## src/rtl/nco_qw_pkg.sv

```systemverilog
// Shared constants and the quarter-wave table generator for the nco_qw NCO.
// The LFSR constants are only used when NCO_DITHER_EN is defined.
package nco_pkg;

    localparam logic [1:0] Q0 = 2'd0;
    localparam logic [1:0] Q1 = 2'd1;
    localparam logic [1:0] Q2 = 2'd2;
    localparam logic [1:0] Q3 = 2'd3;

    localparam logic [15:0] LFSR_SEED = 16'hACE1;
    // Right-shifting Fibonacci form: taps 16,14,13,11 map onto bits 0,2,3,5.
    localparam logic [15:0] LFSR_TAPS = 16'h002D;

    // round(amp * sin(pi/2 * k / m)) via a Taylor series, for table initialisation
    function automatic int lut_val(input int k, input int amp, input int m);
        real x;
        real term;
        real s;
        x    = 3.14159265358979 / 2.0 * real'(k) / real'(m);
        s    = x;
        term = x;
        for (int n = 1; n < 12; n++) begin
            term = -term * x * x / real'((2 * n) * (2 * n + 1));
            s    = s + term;
        end
        return $rtoi(real'(amp) * s + 0.5);
    endfunction

endpackage

```

## src/rtl/nco_qw_rom.sv

```systemverilog
// Quarter-wave sine ROM, M+1 unsigned magnitude entries, with two registered
// read ports so sine and cosine magnitudes are fetched in the same cycle.
module nco_qw_rom
    import nco_pkg::*;
#(
    parameter int LUT_AW = 8,
    parameter int OUT_W  = 12
) (
    input  logic              clk,
    input  logic              reset,
    input  logic [LUT_AW-2:0] sin_addr,
    input  logic [LUT_AW-2:0] cos_addr,
    output logic [OUT_W-2:0]  sin_data,
    output logic [OUT_W-2:0]  cos_data
);

    localparam int M = 2 ** (LUT_AW - 2);
    localparam int A = 2 ** (OUT_W - 1) - 1;

    logic [OUT_W-2:0] rom [0:M];
    logic [OUT_W-2:0] sin_data_d, sin_data_q;
    logic [OUT_W-2:0] cos_data_d, cos_data_q;

    for (genvar k = 0; k <= M; k++) begin : g_rom
        localparam int V = lut_val(k, A, M);
        assign rom[k] = V[OUT_W-2:0];
    end

    always_comb begin
        sin_data_d = rom[sin_addr];
        cos_data_d = rom[cos_addr];
    end

    always_ff @(posedge clk or negedge reset) begin
        if (!reset) begin
            sin_data_q <= '0;
            cos_data_q <= '0;
        end else begin
            sin_data_q <= sin_data_d;
            cos_data_q <= cos_data_d;
        end
    end

    assign sin_data = sin_data_q;
    assign cos_data = cos_data_q;

endmodule

```

## src/rtl/nco_qw.sv

```systemverilog
// Pipelined quadrature NCO: phase accumulator, quadrant-folded quarter-wave ROM,
// registered signed outputs. Define NCO_DITHER_EN to add LFSR phase dither.
module nco_qw
    import nco_pkg::*;
#(
    parameter int ACC_W  = 24,
    parameter int LUT_AW = 8,
    parameter int OUT_W  = 12
) (
    input  logic             clk,
    input  logic             reset,
    input  logic             en,
    input  logic [ACC_W-1:0] phase_inc,
    input  logic [ACC_W-1:0] phase_off,
    input  logic             load,
    input  logic [ACC_W-1:0] load_val,
    output logic [OUT_W-1:0] sine_out,
    output logic [OUT_W-1:0] cosine_out,
    output logic             out_valid
);

    localparam int M = 2 ** (LUT_AW - 2);
    localparam logic [LUT_AW-2:0] M_ADDR = M[LUT_AW-2:0];

    logic [ACC_W-1:0]  acc_d, acc_q;
    logic [LUT_AW-1:0] p_d, p_q;
    logic              v1_d, v1_q;
    logic [1:0]        q2_d, q2_q;
    logic              v2_d, v2_q;
    logic [OUT_W-1:0]  sine_d, sine_q;
    logic [OUT_W-1:0]  cosine_d, cosine_q;
    logic              valid_d, valid_q;

    logic [LUT_AW-3:0] idx;
    logic [LUT_AW-2:0] mir;
    logic [LUT_AW-2:0] sin_addr, cos_addr;
    logic [OUT_W-2:0]  sin_data, cos_data;
    logic [OUT_W-1:0]  sin_mag, cos_mag;
    logic              sin_neg, cos_neg;
    logic [ACC_W-1:0]  dither;

`ifdef NCO_DITHER_EN
    localparam int DW = (ACC_W - LUT_AW < 16) ? (ACC_W - LUT_AW) : 16;

    logic [15:0] lfsr_d, lfsr_q;

    always_comb begin
        lfsr_d = lfsr_q;
        if (en) begin
            lfsr_d = {^(lfsr_q & LFSR_TAPS), lfsr_q[15:1]};
        end
        dither = {{(ACC_W - DW){1'b0}}, lfsr_q[DW-1:0]};
    end

    always_ff @(posedge clk or negedge reset) begin
        if (!reset) begin
            lfsr_q <= LFSR_SEED;
        end else begin
            lfsr_q <= lfsr_d;
        end
    end
`else
    assign dither = '0;
`endif

    always_comb begin
        acc_d = acc_q;
        if (load) begin
            acc_d = load_val;
        end else if (en) begin
            acc_d = acc_q + phase_inc;
        end

        p_d  = LUT_AW'((acc_q + phase_off + dither) >> (ACC_W - LUT_AW));
        v1_d = en;

        // Odd quadrants read the table backwards, so the two ports swap roles.
        idx = p_q[LUT_AW-3:0];
        mir = M_ADDR - {1'b0, idx};
        q2_d = p_q[LUT_AW-1:LUT_AW-2];
        v2_d = v1_q;
        if (q2_d[0]) begin
            sin_addr = mir;
            cos_addr = {1'b0, idx};
        end else begin
            sin_addr = {1'b0, idx};
            cos_addr = mir;
        end

        case (q2_q)
            Q0:      begin sin_neg = 1'b0; cos_neg = 1'b0; end
            Q1:      begin sin_neg = 1'b0; cos_neg = 1'b1; end
            Q2:      begin sin_neg = 1'b1; cos_neg = 1'b1; end
            Q3:      begin sin_neg = 1'b1; cos_neg = 1'b0; end
            default: begin sin_neg = 1'b0; cos_neg = 1'b0; end
        endcase
        sin_mag  = {1'b0, sin_data};
        cos_mag  = {1'b0, cos_data};
        sine_d   = sin_neg ? ('0 - sin_mag) : sin_mag;
        cosine_d = cos_neg ? ('0 - cos_mag) : cos_mag;
        valid_d  = v2_q;
    end

    nco_qw_rom #(
        .LUT_AW(LUT_AW),
        .OUT_W (OUT_W)
    ) u_rom (
        .clk     (clk),
        .reset   (reset),
        .sin_addr(sin_addr),
        .cos_addr(cos_addr),
        .sin_data(sin_data),
        .cos_data(cos_data)
    );

    always_ff @(posedge clk or negedge reset) begin
        if (!reset) begin
            acc_q    <= '0;
            p_q      <= '0;
            v1_q     <= 1'b0;
            q2_q     <= '0;
            v2_q     <= 1'b0;
            sine_q   <= '0;
            cosine_q <= '0;
            valid_q  <= 1'b0;
        end else begin
            acc_q    <= acc_d;
            p_q      <= p_d;
            v1_q     <= v1_d;
            q2_q     <= q2_d;
            v2_q     <= v2_d;
            sine_q   <= sine_d;
            cosine_q <= cosine_d;
            valid_q  <= valid_d;
        end
    end

    assign sine_out   = sine_q;
    assign cosine_out = cosine_q;
    assign out_valid  = valid_q;

endmodule

```

## config.mk

```make
export PLATFORM = sky130hd
export DESIGN_NAME = nco_qw
export DESIGN_NICKNAME = d
export VERILOG_FILES = /design/src/rtl/nco_qw_pkg.sv /design/src/rtl/nco_qw_rom.sv /design/src/rtl/nco_qw.sv
export SDC_FILE = /design/constraint.sdc
export NUM_CORES = 1
export LEC_CHECK = 0
export CAP_MARGIN = 30
export CORE_MARGIN = 2
export CORE_UTILIZATION = 50
export CTS_CLUSTER_DIAMETER = 50
export CTS_CLUSTER_SIZE = 12
export DETAILED_ROUTE_END_ITERATION = 10
export PLACE_DENSITY_LB_ADDON = 0.3
export SLEW_MARGIN = 20
export SYNTH_ARGS = -nofsm -noshare
export SYNTH_HDL_FRONTEND = slang
export SYNTH_SLANG_ARGS = --single-unit
```

## constraint.sdc

```tcl
create_clock -name clk -period 2.7 [get_ports clk]
set_clock_uncertainty 0.05 [all_clocks]
set_input_delay 0.81 -clock clk [delete_from_list [all_inputs] [get_ports clk]]
set_output_delay 0.81 -clock clk [all_outputs]
set_load 0.02 [all_outputs]
```

; ---- Word level (Yosys, flattened, before mapping)
; Memory sizes are Yosys's and may differ from the RTL's. A register that Yosys moved wholly into a read port is not among the register bits.
; Index checks and enable logic that the tools add are counted.
[totals]
mem_bits_ro = 2816
out_inout_bits = 25
mem_count = 2
ff_bits = 61
in_bits = 76
word_cells = 36
[op_classes]
bitwise_logic = 2
n_mux = 8
n_reduce_logical = 8
eq_ne = 3
n_addsub = 5
[memory_table]
columns = memory, words, width, read_ports, rd_ports_with_merged_regs, wr, line
row1 = (name not given), 128, 11, 1, 1, 0, nco_qw_rom.sv:31  ; cos_data_d = rom[cos_addr];
row2 = (name not given), 128, 11, 1, 1, 0, nco_qw_rom.sv:30  ; sin_data_d = rom[sin_addr];
[op_table]
columns = operator, n
row1 = adder 24 bit, 2
row2 = 2-to-1 mux 24 bit, 2
row3 = 2-to-1 mux 12 bit, 2
row4 = subtractor 1 x 11 -> 12 bit (first input constant), 2
row5 = inverter 7 -> 8 bit, 2
row6 = 2-to-1 mux 7 bit, 2
row7 = OR reduction 2 bit, 4
row8 = subtractor 7 x 6 -> 7 bit (first input constant), 1
row9 = equality test 2 bit (second input constant), 2
row10 = one-hot mux 1 bit (2 select lines), 2
row11 = equality test 2 x 1 -> 1 bit (second input constant), 1
row12 = logical NOT 1 bit, 2
row13 = logical NOT 2 bit, 1
row14 = nonzero test 2 bit, 1

; ---- Logic depth before layout (Yosys ltp)
[logic_depth]
depth_word = 4
depth_mapped = 12

; ---- Hierarchy
; From an unflattened synthesis, not the netlist that was laid out.
[unflattened]
cells_unflattened = 843
hier_area_um2 = 7110.6
[by_module_without_submodules]
columns = mod, cells_per_inst, area_per_inst_um2, instances
row1 = nco_qw, 482, 4449.3, 1
row2 = nco_qw_rom, 361, 2661.3, 1

; ---- Worst setup path before layout
; No wires, ideal clock.
[synth_timing]
path_type = register to register
start = register p_q[0]
end = register u_rom.sin_data_q[5], in the netlist u_rom.sin_data[5]
t_arrival_ns = 2.668
stages_incl_launch_ff = 11
setup_slack_ns = -0.160
path_buffers = 1
t_required_ns = 2.508
setup_ns = 0.142
cell_sequence = dfrtp_1 -> clkinv_1 -> ha_1 -> nand2b_1 -> xnor2_2 -> inv_2 -> clkbuf_1 -> ha_1 -> o311a_1 -> a211oi_1 -> a31oi_1
[synth_between]
elab_chain_cells = 3
[synth_lines]
columns = item, line
row1 = from (decl), nco_qw.sv:26  ; logic [LUT_AW-1:0] p_d, p_q;
row2 = from (signal assigned), nco_qw.sv:128  ; p_q <= p_d;
row3 = subtractor 7 x 6 -> 7 bit, nco_qw.sv:79  ; mir = M_ADDR - {1'b0, idx};
row4 = 2-to-1 mux 7 bit *, nco_qw.sv:82  ; if (q2_d[0]) begin
row5 = inverter 7 -> 8 bit (implied by the code) *, nco_qw_rom.sv:30
row6 = to (decl), nco_qw_rom.sv:21  ; logic [OUT_W-2:0] sin_data_d, sin_data_q;
; Mark *: on every way between the ends. The rest lies on a longest branch, timed or not.
; A chain may end at the register's enable or synchronous reset.

; ---- Worst setup path after layout
[layout_timing]
start = input port phase_inc[8]
end = register acc_q[15]
[layout_between]
elab_chain_cells = 3
[layout_lines]
columns = item, line
row1 = from (decl), nco_qw.sv:13  ; input logic [ACC_W-1:0] phase_inc,
row2 = adder 24 bit, nco_qw.sv:71  ; acc_d = acc_q + phase_inc;
row3 = 2-to-1 mux 24 bit, nco_qw.sv:70  ; end else if (en) begin
row4 = 2-to-1 mux 24 bit, nco_qw.sv:68  ; if (load) begin
row5 = to (signal assigned), nco_qw.sv:118  ; acc_q <= '0;
row6 = to (signal assigned), nco_qw.sv:127  ; acc_q <= acc_d;
row7 = to (decl), nco_qw.sv:25  ; logic [ACC_W-1:0] acc_d, acc_q;
; Every way passes these cells. The select of a mux whose other input is x is not followed.

==> out/summary.txt <==
final WL - 23.3 mm
reg2reg start - p_q[1]
critical path launch point type - primary input
Min Hold Slack - 0.301 ns
IO Pins - 101
final hold viol count - 0
fmax - 365 MHz
Synth Area in XOR/XNOR - 8.69%
CP Max Fanout - 6
internal reg-to-reg setup slack - 0.14 ns
max-slew violations - 0
Top FF cell, synth - dfrtp_1
worst skew pair latency - 0.34 ns
minimum clock period - 2.74 ns
Worst Path Buf+Inv - 1
P_leak - 4.60 nW
VDD IR-drop max - 0.785 mV
IO Port Bufs - 100
Relative slew margins - 44.7%
chip height - 125 microns
worst slew pin tran - 0.827 ns
grt total ovfl - 0
All-Layer GR Usage - 27.2%
synth top area cells - dfrtp_1 (28%), ha_1 (10%), a21oi_1 (6.0%)
largest net degree at the start of global routing - 49
CTS H-Tree Depth - 3
post-synthesis mux area share - 3.37%
hold wc startpoint - v2_q
FILL cells - 1,065
register bit count reported by yosys - 83
Initial Utilization - 51.0%
WHS Endpoint - out_valid
Worst Path Required - 2.88 ns
period utilization - 102%
Clock Sinks - 83
Initial DRC Count - 546
sequential fraction of design power - 15.0%
die area - 15,700 sq um
Sw Pwr - 7.59 mW
cells along the critical path - clkdlybuf4s50_1 > ha_2 > a21oi_1 > o21ai_1 > a21oi_4 > o21ai_2 > xor2_1 > mux2_2 > mux2_2
DRC - 0
CTS buffer count - 9
Reg-to-Reg End - u_rom.cos_data[2]
fin worst setup slack - -0.0416 ns
Final setup viols - 1
crit path DAT - 2.92 ns
slowest library cell on the worst path - clkdlybuf4s50_1
Cell variety after synth - 67
Sw Ratio - 50.1%
initial antenna violation count - 1
Power, Total - 15.2 mW
CP most frequent cell - mux2_2
cells after synthesis - 903
clock slew at reported path FFs - 0.06 ns
vias in the first global route - 7,581
HP Class - flip-flop to flip-flop
violations in the final reports - negative setup slack
fraction of registers with async set/reset - 100%
DR pass1 iterations - 5
mapped cell area - 7350 sq um
synthesized area per cell - 8.14 sq um
die width - 125 microns
Pwr Density - 1460 nW/um^2
status - complete, but fails checks
core area - 14,400 sq um
synthesis-to-finish area growth - 40.9%
Comb pwr share - 77.1%
CP max stage delay - 0.51 ns
combinational family with the most area after synthesis - compound AO/OA/AOI/OAI gates
Placement Setup Slack - -0.615 ns
Clk pwr share - 7.9%
area leader, netlist - dfrtp_1
number of flops mapped to enable cells by yosys - 0
sequential area share after synthesis - 28.2%
Synth Area in Simple Gates - 16.1%
Hold Path Depth - 0
mean number of vias per cell - 6.11
post-synthesis adder-cell area fraction - 10.5%
YS warnings - 0
top cell family by delay on the critical path - compound AO/OA/AOI/OAI gates
Post-DRT Antenna Nets - 0
share of the synthesized area in the top cell type - 28.2%
Cell Rows - 44
hpwl dp - 16.1 mm
total of max-cap violations - 0
CP Capture Type - flip-flop
via count of the routed design - 7,894
Root Driver - clkbuf_16
CTS tree - done
first-pass GRT wire length - 35.6 mm
Clock Path Buffers - 2
cell depth of the worst flop-to-flop path - 10
Total Nets Final - 1,240
Int Pwr - 7.56 mW
final setup TNS - -0.0416 ns
layout cell share with drive strength beyond 1 - 24.8%
Setup CP Type - primary input to flip-flop
WL/cell - 18.1 microns
complex-gate fraction of the synthesized area - 28.0%
syn_nets - 1,040
Placer Congestion - 0.969
synth_stat cells (4+ instances only):
cell      number
a31oi_1       14
a211oi_1      14
nor4_1         5
clkbuf_1      41
buf_2         17
nand3_1       17
o221ai_1       7
buf_1          4
a22oi_1       10
a221oi_1      10
ha_1          60
o211ai_1      12
o21bai_1       4
mux2i_1       18
nand3b_1       5
o21ai_1       17
mux2_2         6
nand4_1        9
xor2_2         4
a311oi_1      11
nor2_1        66
nand2_1       95
a21o_1        30
dfrtp_1       83
o21ai_0       62
xnor2_1       26
o21a_1         4
a21oi_1       88
nor3_1        26
xor2_1        34
o32ai_1        4
inv_1         24
nand2b_1       8
o22ai_1        6
nor2b_1        7
sequential cells by signal (all words and copies together), names as in the netlist, 2 cells and up:
register	cells
acc_q	24
cosine_out	12
sine_out	12
u_rom.cos_data	11
u_rom.sin_data	11
p_q	8
q2_q	2
final cells by class:
cell class | count | area [sq um] | share of cell area [%]
Multi-Input combinational cell | 727 | 5450 | 52.6
Sequential cell | 83 | 2080 | 20.0
Antenna cell | 1 | 2.50 | 0.0242
Clock buffer | 12 | 267 | 2.57
Clock inverter | 3 | 22.5 | 0.217
Inverter | 28 | 106 | 1.03
Timing Repair Buffer | 254 | 2200 | 21.3
Tap cell | 184 | 230 | 2.22
cell usage in the layout (no fill, tap or decap), drive strengths merged, types with 4 or more instances in the layout:
master and instances:
mux2i 18, ha 60, buf 155, a21oi 88
a221oi 10, o22ai 6, xnor2 29, xor2 38
nand3b 5, nand2 95, nand2b 10, o21bai 4
dlymetal6s2s 14, o21a 4, o211ai 12, nor2b 7
clkdlybuf4s50 80, o32ai 4, a211oi 14, a22oi 10
nand4 9, o21ai 81, nand3 17, nor2 67
a311oi 11, mux2 6, a31oi 14, nor3 27
dfrtp 83, o221ai 7, nor4 5, a21o 30
clkbuf 15, inv 27
power by group through the flow:
stage	logic [mW]	clock network [mW]	registers [mW]
final	11.7	1.19	2.27
after global routing	12.8	1.26	2.34
after CTS	11.0	1.21	2.24
after detailed placement	10.9	0	2.26
after global placement	10.8	0	2.23
after floorplan	7.31	0	2.37
worst max path at each step:
| stage | from | to | slack, ns | cells past startpoint |
|---|---|---|---|---|
| 2_1_floorplan | p_q[0] | u_rom.sin_data[5] | -0.03 | 10 |
| 3_3_place_gp | phase_inc[3] | acc_q[15] | -0.56 | 10 |
| 3_5_place_dp | phase_inc[3] | acc_q[15] | -0.61 | 10 |
| 4_1_cts | phase_inc[1] | acc_q[15] | 0.004 | 11 |
| 5_1_grt | phase_inc[8] | acc_q[15] | -0.09 | 9 |
| 6_report | phase_inc[8] | acc_q[15] | -0.04 | 9 |
logic make-up after synthesis:
kind of cell	count (synthesis)
simple gates	254
flops	83
compound gates	321
xor+xnor	67
fa+ha+maj	61
mux	24
buf+inv	93
stage by stage:
stage / util, % / cells / instance area (sq um)
after floorplan: - / 903 / 7360
after global placement: 64.8 / 1256 / 9340
after detailed placement: 64.8 / 1256 / 9340
after CTS: 68.0 / 1279 / 9810
after global routing: 71.8 / 1292 / 10400
final: 71.8 / 1292 / 10400
timing repair:
| item | 4_1_cts | 5_1_grt |
|---|---|---|
| buffers inserted | 8 | 12 |
| gates resized for setup | 34 | 89 |
| setup endpoints to repair | 18 | 27 |
| hold buffers | 0 | 0 |
| pin swaps | 23 | 56 |
metal layers:
| metal | share of wire (%) | routed length (microns) | track usage, % |
|---|---|---|---|
| met5 | 0 | 0 | 0 |
| met3 | 7.7 | 1800 | 3.51 |
| met1 | 40 | 9280 | 34.3 |
| met4 | 3.6 | 841 | 10.1 |
| met2 | 49 | 11400 | 47.6 |
Note: power is estimated with default switching activity, not from simulation.
